## config.mk

```make
export PLATFORM = sky130hd
export DESIGN_NAME = vector_rdc_unit
export DESIGN_NICKNAME = d
export VERILOG_FILES = /design/src/rtl/cellrv32_package.sv /design/src/rtl/vector_rdc_tree.sv /design/src/rtl/vector_rdc_unit.sv
export SDC_FILE = /design/constraint.sdc
export NUM_CORES = 2
export LEC_CHECK = 0
export ABC_AREA = 0
export BUFFER_PORTS_ARGS = -buffer_cell sky130_fd_sc_hd__buf_2
export CAP_MARGIN = 30
export CORE_MARGIN = 2
export CORE_UTILIZATION = 30
export CTS_BUF_LIST = sky130_fd_sc_hd__clkbuf_16
export DETAILED_ROUTE_END_ITERATION = 10
export PLACE_DENSITY = 0.58
export SYNTH_ARGS = -nofsm -noshare
export SYNTH_HDL_FRONTEND = slang
export SYNTH_SLANG_ARGS = --single-unit
```

## constraint.sdc

```tcl
create_clock -name clk_i -period 28.3 [get_ports clk_i]
set_input_delay 1.415 -clock clk_i [delete_from_list [all_inputs] [get_ports clk_i]]
set_output_delay 1.415 -clock clk_i [all_outputs]
set_load 0.02 [all_outputs]
```

## src/rtl/cellrv32_package.sv

```systemverilog
// Shared vector-unit definitions used by the reduction execution unit:
// the issue-to-execute types, the vred* funct6 encodings, the reduction
// operation enum with identity values, and the scalar combine helpers.
// Optional feature macro: CELLRV32_VRDC_MINMAX_EN builds the min/max/minu/maxu
// compare logic; without it those reductions pass vs1[0] through unchanged.
package cellrv32_package;

  localparam int XLEN_C = 32;
  localparam int VL_W_C = 8;

  localparam logic [2:0] funct3_opmvv_c = 3'b010;

  localparam logic [5:0] funct6_vredsum_c  = 6'b000000;
  localparam logic [5:0] funct6_vredand_c  = 6'b000001;
  localparam logic [5:0] funct6_vredor_c   = 6'b000010;
  localparam logic [5:0] funct6_vredxor_c  = 6'b000011;
  localparam logic [5:0] funct6_vredminu_c = 6'b000100;
  localparam logic [5:0] funct6_vredmin_c  = 6'b000101;
  localparam logic [5:0] funct6_vredmaxu_c = 6'b000110;
  localparam logic [5:0] funct6_vredmax_c  = 6'b000111;

  typedef enum logic [2:0] {
    RDC_SUM,
    RDC_AND,
    RDC_OR,
    RDC_XOR,
    RDC_MINU,
    RDC_MIN,
    RDC_MAXU,
    RDC_MAX
  } rdc_op_t;

  localparam logic [XLEN_C-1:0] rdc_id_zero_c = '0;
  localparam logic [XLEN_C-1:0] rdc_id_ones_c = '1;
  localparam logic [XLEN_C-1:0] rdc_id_smin_c = {1'b0, {(XLEN_C-1){1'b1}}};
  localparam logic [XLEN_C-1:0] rdc_id_smax_c = {1'b1, {(XLEN_C-1){1'b0}}};

  typedef struct packed {
    logic              valid;
    logic [XLEN_C-1:0] data1;
    logic [XLEN_C-1:0] data2;
  } to_vector_exec;

  typedef struct packed {
    logic [5:0]        ir_funct6;
    logic [2:0]        ir_funct3;
    logic [4:0]        dst;
    logic              head_uop;
    logic              end_uop;
    logic              is_rdc;
    logic [VL_W_C-1:0] vl;
  } to_vector_exec_info;

  // Unknown encodings fall back to sum so the sequencing never stalls.
  function automatic rdc_op_t rdc_decode(input logic [5:0] funct6, input logic [2:0] funct3);
    rdc_op_t op;
    op = RDC_SUM;
    if (funct3 == funct3_opmvv_c) begin
      case (funct6)
        funct6_vredand_c:  op = RDC_AND;
        funct6_vredor_c:   op = RDC_OR;
        funct6_vredxor_c:  op = RDC_XOR;
        funct6_vredminu_c: op = RDC_MINU;
        funct6_vredmin_c:  op = RDC_MIN;
        funct6_vredmaxu_c: op = RDC_MAXU;
        funct6_vredmax_c:  op = RDC_MAX;
        default:           op = RDC_SUM;
      endcase
    end
    return op;
  endfunction

  function automatic logic [XLEN_C-1:0] rdc_identity(input rdc_op_t op);
    logic [XLEN_C-1:0] id;
    case (op)
      RDC_AND, RDC_MINU: id = rdc_id_ones_c;
      RDC_MIN:           id = rdc_id_smin_c;
      RDC_MAX:           id = rdc_id_smax_c;
      default:           id = rdc_id_zero_c;
    endcase
    return id;
  endfunction

  // Without the compare logic the min/max family keeps operand a, so an
  // accumulator seeded with vs1[0] is carried through untouched.
  function automatic logic [XLEN_C-1:0] rdc_combine(input rdc_op_t op,
                                                    input logic [XLEN_C-1:0] a,
                                                    input logic [XLEN_C-1:0] b);
    logic [XLEN_C-1:0] r;
    case (op)
      RDC_SUM:  r = a + b;
      RDC_AND:  r = a & b;
      RDC_OR:   r = a | b;
      RDC_XOR:  r = a ^ b;
`ifdef CELLRV32_VRDC_MINMAX_EN
      RDC_MINU: r = (b < a) ? b : a;
      RDC_MIN:  r = ($signed(b) < $signed(a)) ? b : a;
      RDC_MAXU: r = (b > a) ? b : a;
      RDC_MAX:  r = ($signed(b) > $signed(a)) ? b : a;
`endif
      default:  r = a;
    endcase
    return r;
  endfunction

endpackage

```

## src/rtl/vector_rdc_tree.sv

```systemverilog
// Combinational lane fold for one reduction uop. Masked lanes are replaced
// by the operation identity, then pairs are combined over log2(LANES) levels.
// Element width follows the package element width (XLEN_C).
module vector_rdc_tree
  import cellrv32_package::*;
#(
  parameter int LANES = 8
) (
  input  rdc_op_t                        op_i,
  input  logic [LANES-1:0]               valid_i,
  input  logic [LANES-1:0][XLEN_C-1:0]   data_i,
  output logic [XLEN_C-1:0]              partial_o
);

  localparam int LEVELS = $clog2(LANES);

  logic [XLEN_C-1:0] node [LANES];

  // In-place pairwise fold: level lv collapses 2*W nodes into W nodes.
  always_comb begin
    for (int k = 0; k < LANES; k++) begin
      node[k] = valid_i[k] ? data_i[k] : rdc_identity(op_i);
    end
    for (int lv = 0; lv < LEVELS; lv++) begin
      for (int k = 0; k < (LANES >> (lv + 1)); k++) begin
        node[k] = rdc_combine(op_i, node[2*k], node[2*k+1]);
      end
    end
    partial_o = node[0];
  end

endmodule

```

## src/rtl/vector_rdc_unit.sv

```systemverilog
// Vector reduction execution unit: folds head/middle/end reduction uops into
// one scalar accumulator and writes it to element 0 of the destination.
// Optional feature macro: CELLRV32_VRDC_MINMAX_EN (see cellrv32_package).
//
// state   | meaning
// --------+-------------------------------------------------------------
// S_IDLE  | no reduction open; waits for a head uop, drops other uops
// S_ACCUM | reduction open; every accepted uop folds into acc
// S_WRITE | one-cycle writeback of acc (outputs already registered)
module vector_rdc_unit
  import cellrv32_package::*;
#(
  parameter int VECTOR_REGISTERS = 32,
  parameter int VECTOR_LANES     = 8,
  parameter int DATA_WIDTH       = XLEN_C
) (
  input  logic                                      clk_i,
  input  logic                                      rstn_i,
  input  logic                                      valid_i,
  input  to_vector_exec                             data_i [VECTOR_LANES],
  input  to_vector_exec_info                        info_i,
  output logic                                      ready_o,
  output logic [VECTOR_LANES-1:0]                   wr_en_o,
  output logic [$clog2(VECTOR_REGISTERS)-1:0]       wr_addr_o,
  output logic [VECTOR_LANES-1:0][DATA_WIDTH-1:0]   wr_data_o,
  output logic [VECTOR_LANES-1:0]                   rdc_done_o
);

  localparam int AW = $clog2(VECTOR_REGISTERS);

  typedef enum logic [1:0] {
    S_IDLE,
    S_ACCUM,
    S_WRITE
  } state_t;

  state_t                                 state_q;
  logic [DATA_WIDTH-1:0]                  acc_q;
  rdc_op_t                                op_q;
  logic [AW-1:0]                          dst_q;
  logic                                   ready_q;
  logic [VECTOR_LANES-1:0]                wr_en_q;
  logic [AW-1:0]                          wr_addr_q;
  logic [VECTOR_LANES-1:0][DATA_WIDTH-1:0] wr_data_q;
  logic [VECTOR_LANES-1:0]                done_q;

  logic [VECTOR_LANES-1:0]                lane_valid;
  logic [VECTOR_LANES-1:0][DATA_WIDTH-1:0] lane_data2;
  logic                                   accept;
  rdc_op_t                                head_op;
  rdc_op_t                                op_sel;
  logic [DATA_WIDTH-1:0]                  partial;
  logic [DATA_WIDTH-1:0]                  acc_src;
  logic [DATA_WIDTH-1:0]                  acc_next;
  logic [AW-1:0]                          dst_sel;
  logic                                   unused_inputs;

  // Unpack the per-lane bundle for the fold tree.
  always_comb begin
    for (int k = 0; k < VECTOR_LANES; k++) begin
      lane_valid[k] = data_i[k].valid;
      lane_data2[k] = data_i[k].data2;
    end
  end

  // vl and vs1 of the upper lanes carry no information for a reduction.
  always_comb begin
    unused_inputs = ^info_i.vl;
    for (int k = 1; k < VECTOR_LANES; k++) begin
      unused_inputs = unused_inputs ^ (^data_i[k].data1);
    end
  end

  // A head uop brings its own op/dst and seeds from vs1[0]; others reuse the latched ones.
  always_comb begin
    accept   = valid_i & ready_q & info_i.is_rdc;
    head_op  = rdc_decode(info_i.ir_funct6, info_i.ir_funct3);
    op_sel   = info_i.head_uop ? head_op : op_q;
    acc_src  = info_i.head_uop ? data_i[0].data1 : acc_q;
    acc_next = rdc_combine(op_sel, acc_src, partial);
    dst_sel  = info_i.head_uop ? AW'(info_i.dst) : dst_q;
  end

  vector_rdc_tree #(
    .LANES (VECTOR_LANES)
  ) u_tree (
    .op_i      (op_sel),
    .valid_i   (lane_valid),
    .data_i    (lane_data2),
    .partial_o (partial)
  );

  // Reduction sequencer with registered handshake and writeback outputs.
  always_ff @(posedge clk_i or negedge rstn_i) begin
    if (!rstn_i) begin
      state_q   <= S_IDLE;
      acc_q     <= '0;
      op_q      <= RDC_SUM;
      dst_q     <= '0;
      ready_q   <= 1'b1;
      wr_en_q   <= '0;
      wr_addr_q <= '0;
      wr_data_q <= '0;
      done_q    <= '1;
    end else begin
      wr_en_q   <= '0;
      wr_addr_q <= '0;
      wr_data_q <= '0;
      case (state_q)
        S_IDLE, S_ACCUM: begin
          // A head in S_ACCUM restarts the reduction; a non-head in S_IDLE is dropped.
          if (accept && (info_i.head_uop || state_q == S_ACCUM)) begin
            acc_q <= acc_next;
            if (info_i.head_uop) begin
              op_q   <= head_op;
              dst_q  <= dst_sel;
              done_q <= '0;
            end
            if (info_i.end_uop) begin
              state_q      <= S_WRITE;
              ready_q      <= 1'b0;
              wr_en_q      <= VECTOR_LANES'(1);
              wr_addr_q    <= dst_sel;
              wr_data_q[0] <= acc_next;
              done_q       <= '1;
            end else begin
              state_q <= S_ACCUM;
            end
          end
        end
        S_WRITE: begin
          state_q <= S_IDLE;
          ready_q <= 1'b1;
        end
        default: begin
          state_q <= S_IDLE;
          ready_q <= 1'b1;
        end
      endcase
    end
  end

  assign ready_o    = ready_q;
  assign wr_en_o    = wr_en_q;
  assign wr_addr_o  = wr_addr_q;
  assign wr_data_o  = wr_data_q;
  assign rdc_done_o = done_q;

endmodule
```

==> reports/results.ini <==
[status]
run_status = finished clean

[final_layout]
final_area_um2 = 35820
n_fill_cell = 12150
fin_nets = 6166
area_growth_pct = 7.302
layout-drive-gt1-share = 0.1086

[power_and_ir_drop]
ir_worst_vdd_mv = 0.05817
power_density_nw_per_um2 = 86.22
leakage_nw = 19.26
p_sw_mw = 1.787
power_frac_clock = 0.036
seqPwrFrac = 0.056
p_int_mw = 1.301
comb_power_share = 0.908
p_sw_frac = 0.5787

[timing]
setup_tns_ns = 0
period_minus_slack_ns = 13.74
fin_crit_sh = 0.4854
rsz0062_at_grt = false
slew_headroom = 0.2934
slew_viol_final = 0
fmax_mhz = 72.79
finalSetupViolCount = 0
finClkSkew_ns = 0.005654
final-hold-violation-count = 0
worst_slack_ns = 14.56
tightest_slew_ns = 1.056

[route]
drt-met1-wl_um = 63620
routedWlPerCell_um = 21.24
first_pass_iters = 7
via_per_inst = 5.519
wl_met2_um = 61820
drt.antenna.violating_nets = 0
drc = 0
drt-initial-drc-count = 3682
postRouteWirelength_um = 140000
routed.top_layer = met5
wl_met3_um = 11550
dr_total_vias = 36390

[critical_path]
max_stage_delay_ns = 0.91
cp.arrival_ns = 14.00
critPathKind = in -> reg
cp_common_cell = a21oi_1
reg2reg_to = wr_data_o[31]
ff2ff_path_depth = 48
worstPathRequired_ns = 28.56
r2r_slack_ns = 16.06
cpMaxStageDelayCell = o21ai_4
cp-start-kind = input pin
crit_path_max_fanout = 51
r2r-start = op_q[2]
cp-end-kind = register

[floorplan]
fp-row-count = 122
io_pins = 826
design.core.area_um2 = 110500
die_x_um = 337.6
fp.dieArea_um2 = 113900
die_height_um = 337.6
initial_core_util = 0.3020

[grt]
antenna_found_initial = 14
grt_pass1_vias = 32560
grt_max_degree = 129
grt_pass1_wl_um = 204500
grt.overflow.total = 0
grtUsageTotal = 0.2330

[placed_design]
io_buffers = 362
dp_slack_ns = 14.51
dp_hpwl_um = 109100
place.gp.congestion = 0.9707
dpl-instance-area_um2 = 35520

[yosys]
yosysUniqueCellTypes = 99
yosys_warnings = 0
synth-edff-count = 0
syn_area_um2 = 33380
yosys_register_bits = 82
synth.top_cells.by_count = a21oi_1, ha_1, inv_1
synthCells = 4978
synth_ff_type = dfrtp_1
synth_area_leader_cell = ha_1
async_flop_share = 1.000
synth_top_cells_by_area = ha_1, a21oi_1, a21o_1
seq_area_frac_synth = 0.06155
netlist.area_leader.share = 0.1919
yosysMostFrequentCell = a21oi_1
synth_area_per_cell_um2 = 6.705

[cts]
clock_path_buffers = 2
cts_resized = 0
h-tree-depth = 3
clkSlewWorstSetupHoldPaths_ns = 0.06
insertion_delay_ns = 0.34
tritoncts = built
cts_buffers = 9
cts_setup_buffers = 0
clock-root-buffer = clkbuf_16
hold_buffers = 0
cts_sinks = 82

[worst_hold_path]
hold_depth = 1
hold_class = reg -> reg
hold_start = acc_q[7]
hold_end = acc_q[7]

[job]
cap_violations = 0

==> critical path, delay by kind of cell <==
family	cells	cell delay (ns)
AO/OA/AOI/OAI	23	6.64
buffers and inverters	5	1.17
AND/OR/NAND/NOR	18	3.08
adder cells (fa/ha/maj)	4	1.56
==> power by group through the flow <==
| stage | clock network [mW] | registers, mW | logic (mW) |
|---|---|---|---|
| global route | 0.119 | 0.177 | 3.09 |
| floorplan | 0 | 0.187 | 2.05 |
| global placement | 0 | 0.174 | 2.69 |
| CTS | 0.116 | 0.173 | 2.74 |
| finish | 0.113 | 0.173 | 2.80 |
| detailed placement | 0 | 0.175 | 2.73 |
==> worst max-delay path by stage <==
| stage | from | to | slack (ns) | cells past startpoint |
|---|---|---|---|---|
| 3_5_place_dp | info_i[10] | wr_data_o[31] | 14.51 | 50 |
| 6_report | info_i[10] | wr_data_o[31] | 14.56 | 50 |
| 2_1_floorplan | info_i[18] | wr_data_o[31] | 17.19 | 54 |
| 3_3_place_gp | info_i[10] | wr_data_o[31] | 14.50 | 50 |
| 4_1_cts | info_i[10] | wr_data_o[31] | 14.82 | 50 |
| 5_1_grt | info_i[10] | wr_data_o[31] | 13.79 | 50 |
==> logic make-up (layout without fill, tap and decap cells) <==
kind of cell / Yosys count / count (layout) / share of synthesized area
AOI/OAI and AO/OA: 1886 / 1886 / 0.3738
other: 1 / 233 / 0.0001123
DFF: 82 / 82 / 0.06155
muxes: 70 / 70 / 0.02178
adders and majority gates: 520 / 520 / 0.1967
xor gates and xnor gates: 125 / 125 / 0.03280
buffers and inverters: 1052 / 947 / 0.1487
and+or+nand+nor: 1242 / 1242 / 0.1646
==> layout by cell type, fill, tap and decap left out, drive strengths merged, types with 51 or more instances in the layout <==
cell | synthesis | final
o211ai | 71 | 71
inv | 505 | 507
a221oi | 52 | 52
ha | 512 | 512
a31oi | 72 | 72
dfrtp | 80 | 80
nand2 | 486 | 486
o21ai | 322 | 322
a21o | 316 | 316
nor2 | 398 | 398
a21oi | 588 | 588
nor3 | 58 | 58
xnor2 | 77 | 77
nand3 | 51 | 51
buf | 376 | 426
conb | 1 | 231
==> through the flow <==
step / util / total power [mW] / hold slack [ns] / instances
6_report: 0.3241 / 3.088 / 0.4722 / 6593
5_1_grt: 0.3241 / 3.389 / 0.4816 / 6592
3_5_place_dp: 0.3214 / 2.902 / 0.4620 / 6575
2_1_floorplan: - / 2.242 / 0.4419 / 5208
3_3_place_gp: 0.3213 / 2.867 / 0.4556 / 6574
4_1_cts: 0.3240 / 3.030 / 0.4746 / 6591
==> sequential cells by signal (all words and copies together) (netlist names) <==
register,flops
wr_en_o,1
op_q,3
wr_data_o,32
acc_q,32
state_q,2
ready_o,1
rdc_done_o,1
wr_addr_o,5
dst_q,5
==> layer usage <==
layer  GRT usage  vias up
met1      0.3369    17240
met5           0        -
met4     0.04851        8
li1            -    17310
met3     0.01990      146
met2      0.3736     1684
==> area by class of cell <==
class,count,area [um^2],share of cell area
Multi-Input combinational cell,4074,27350,0.7636
Timing Repair Buffer,426,2361,0.06592
Sequential cell,82,2054,0.05736
Inverter,505,1896,0.05293
Tap cell,1488,1862,0.05198
Clock buffer,9,225.2,0.006288
Clock inverter,7,62.56,0.001747
Antenna cell,2,5.005,0.0001397
Note: power is estimated with default switching activity, not from simulation.
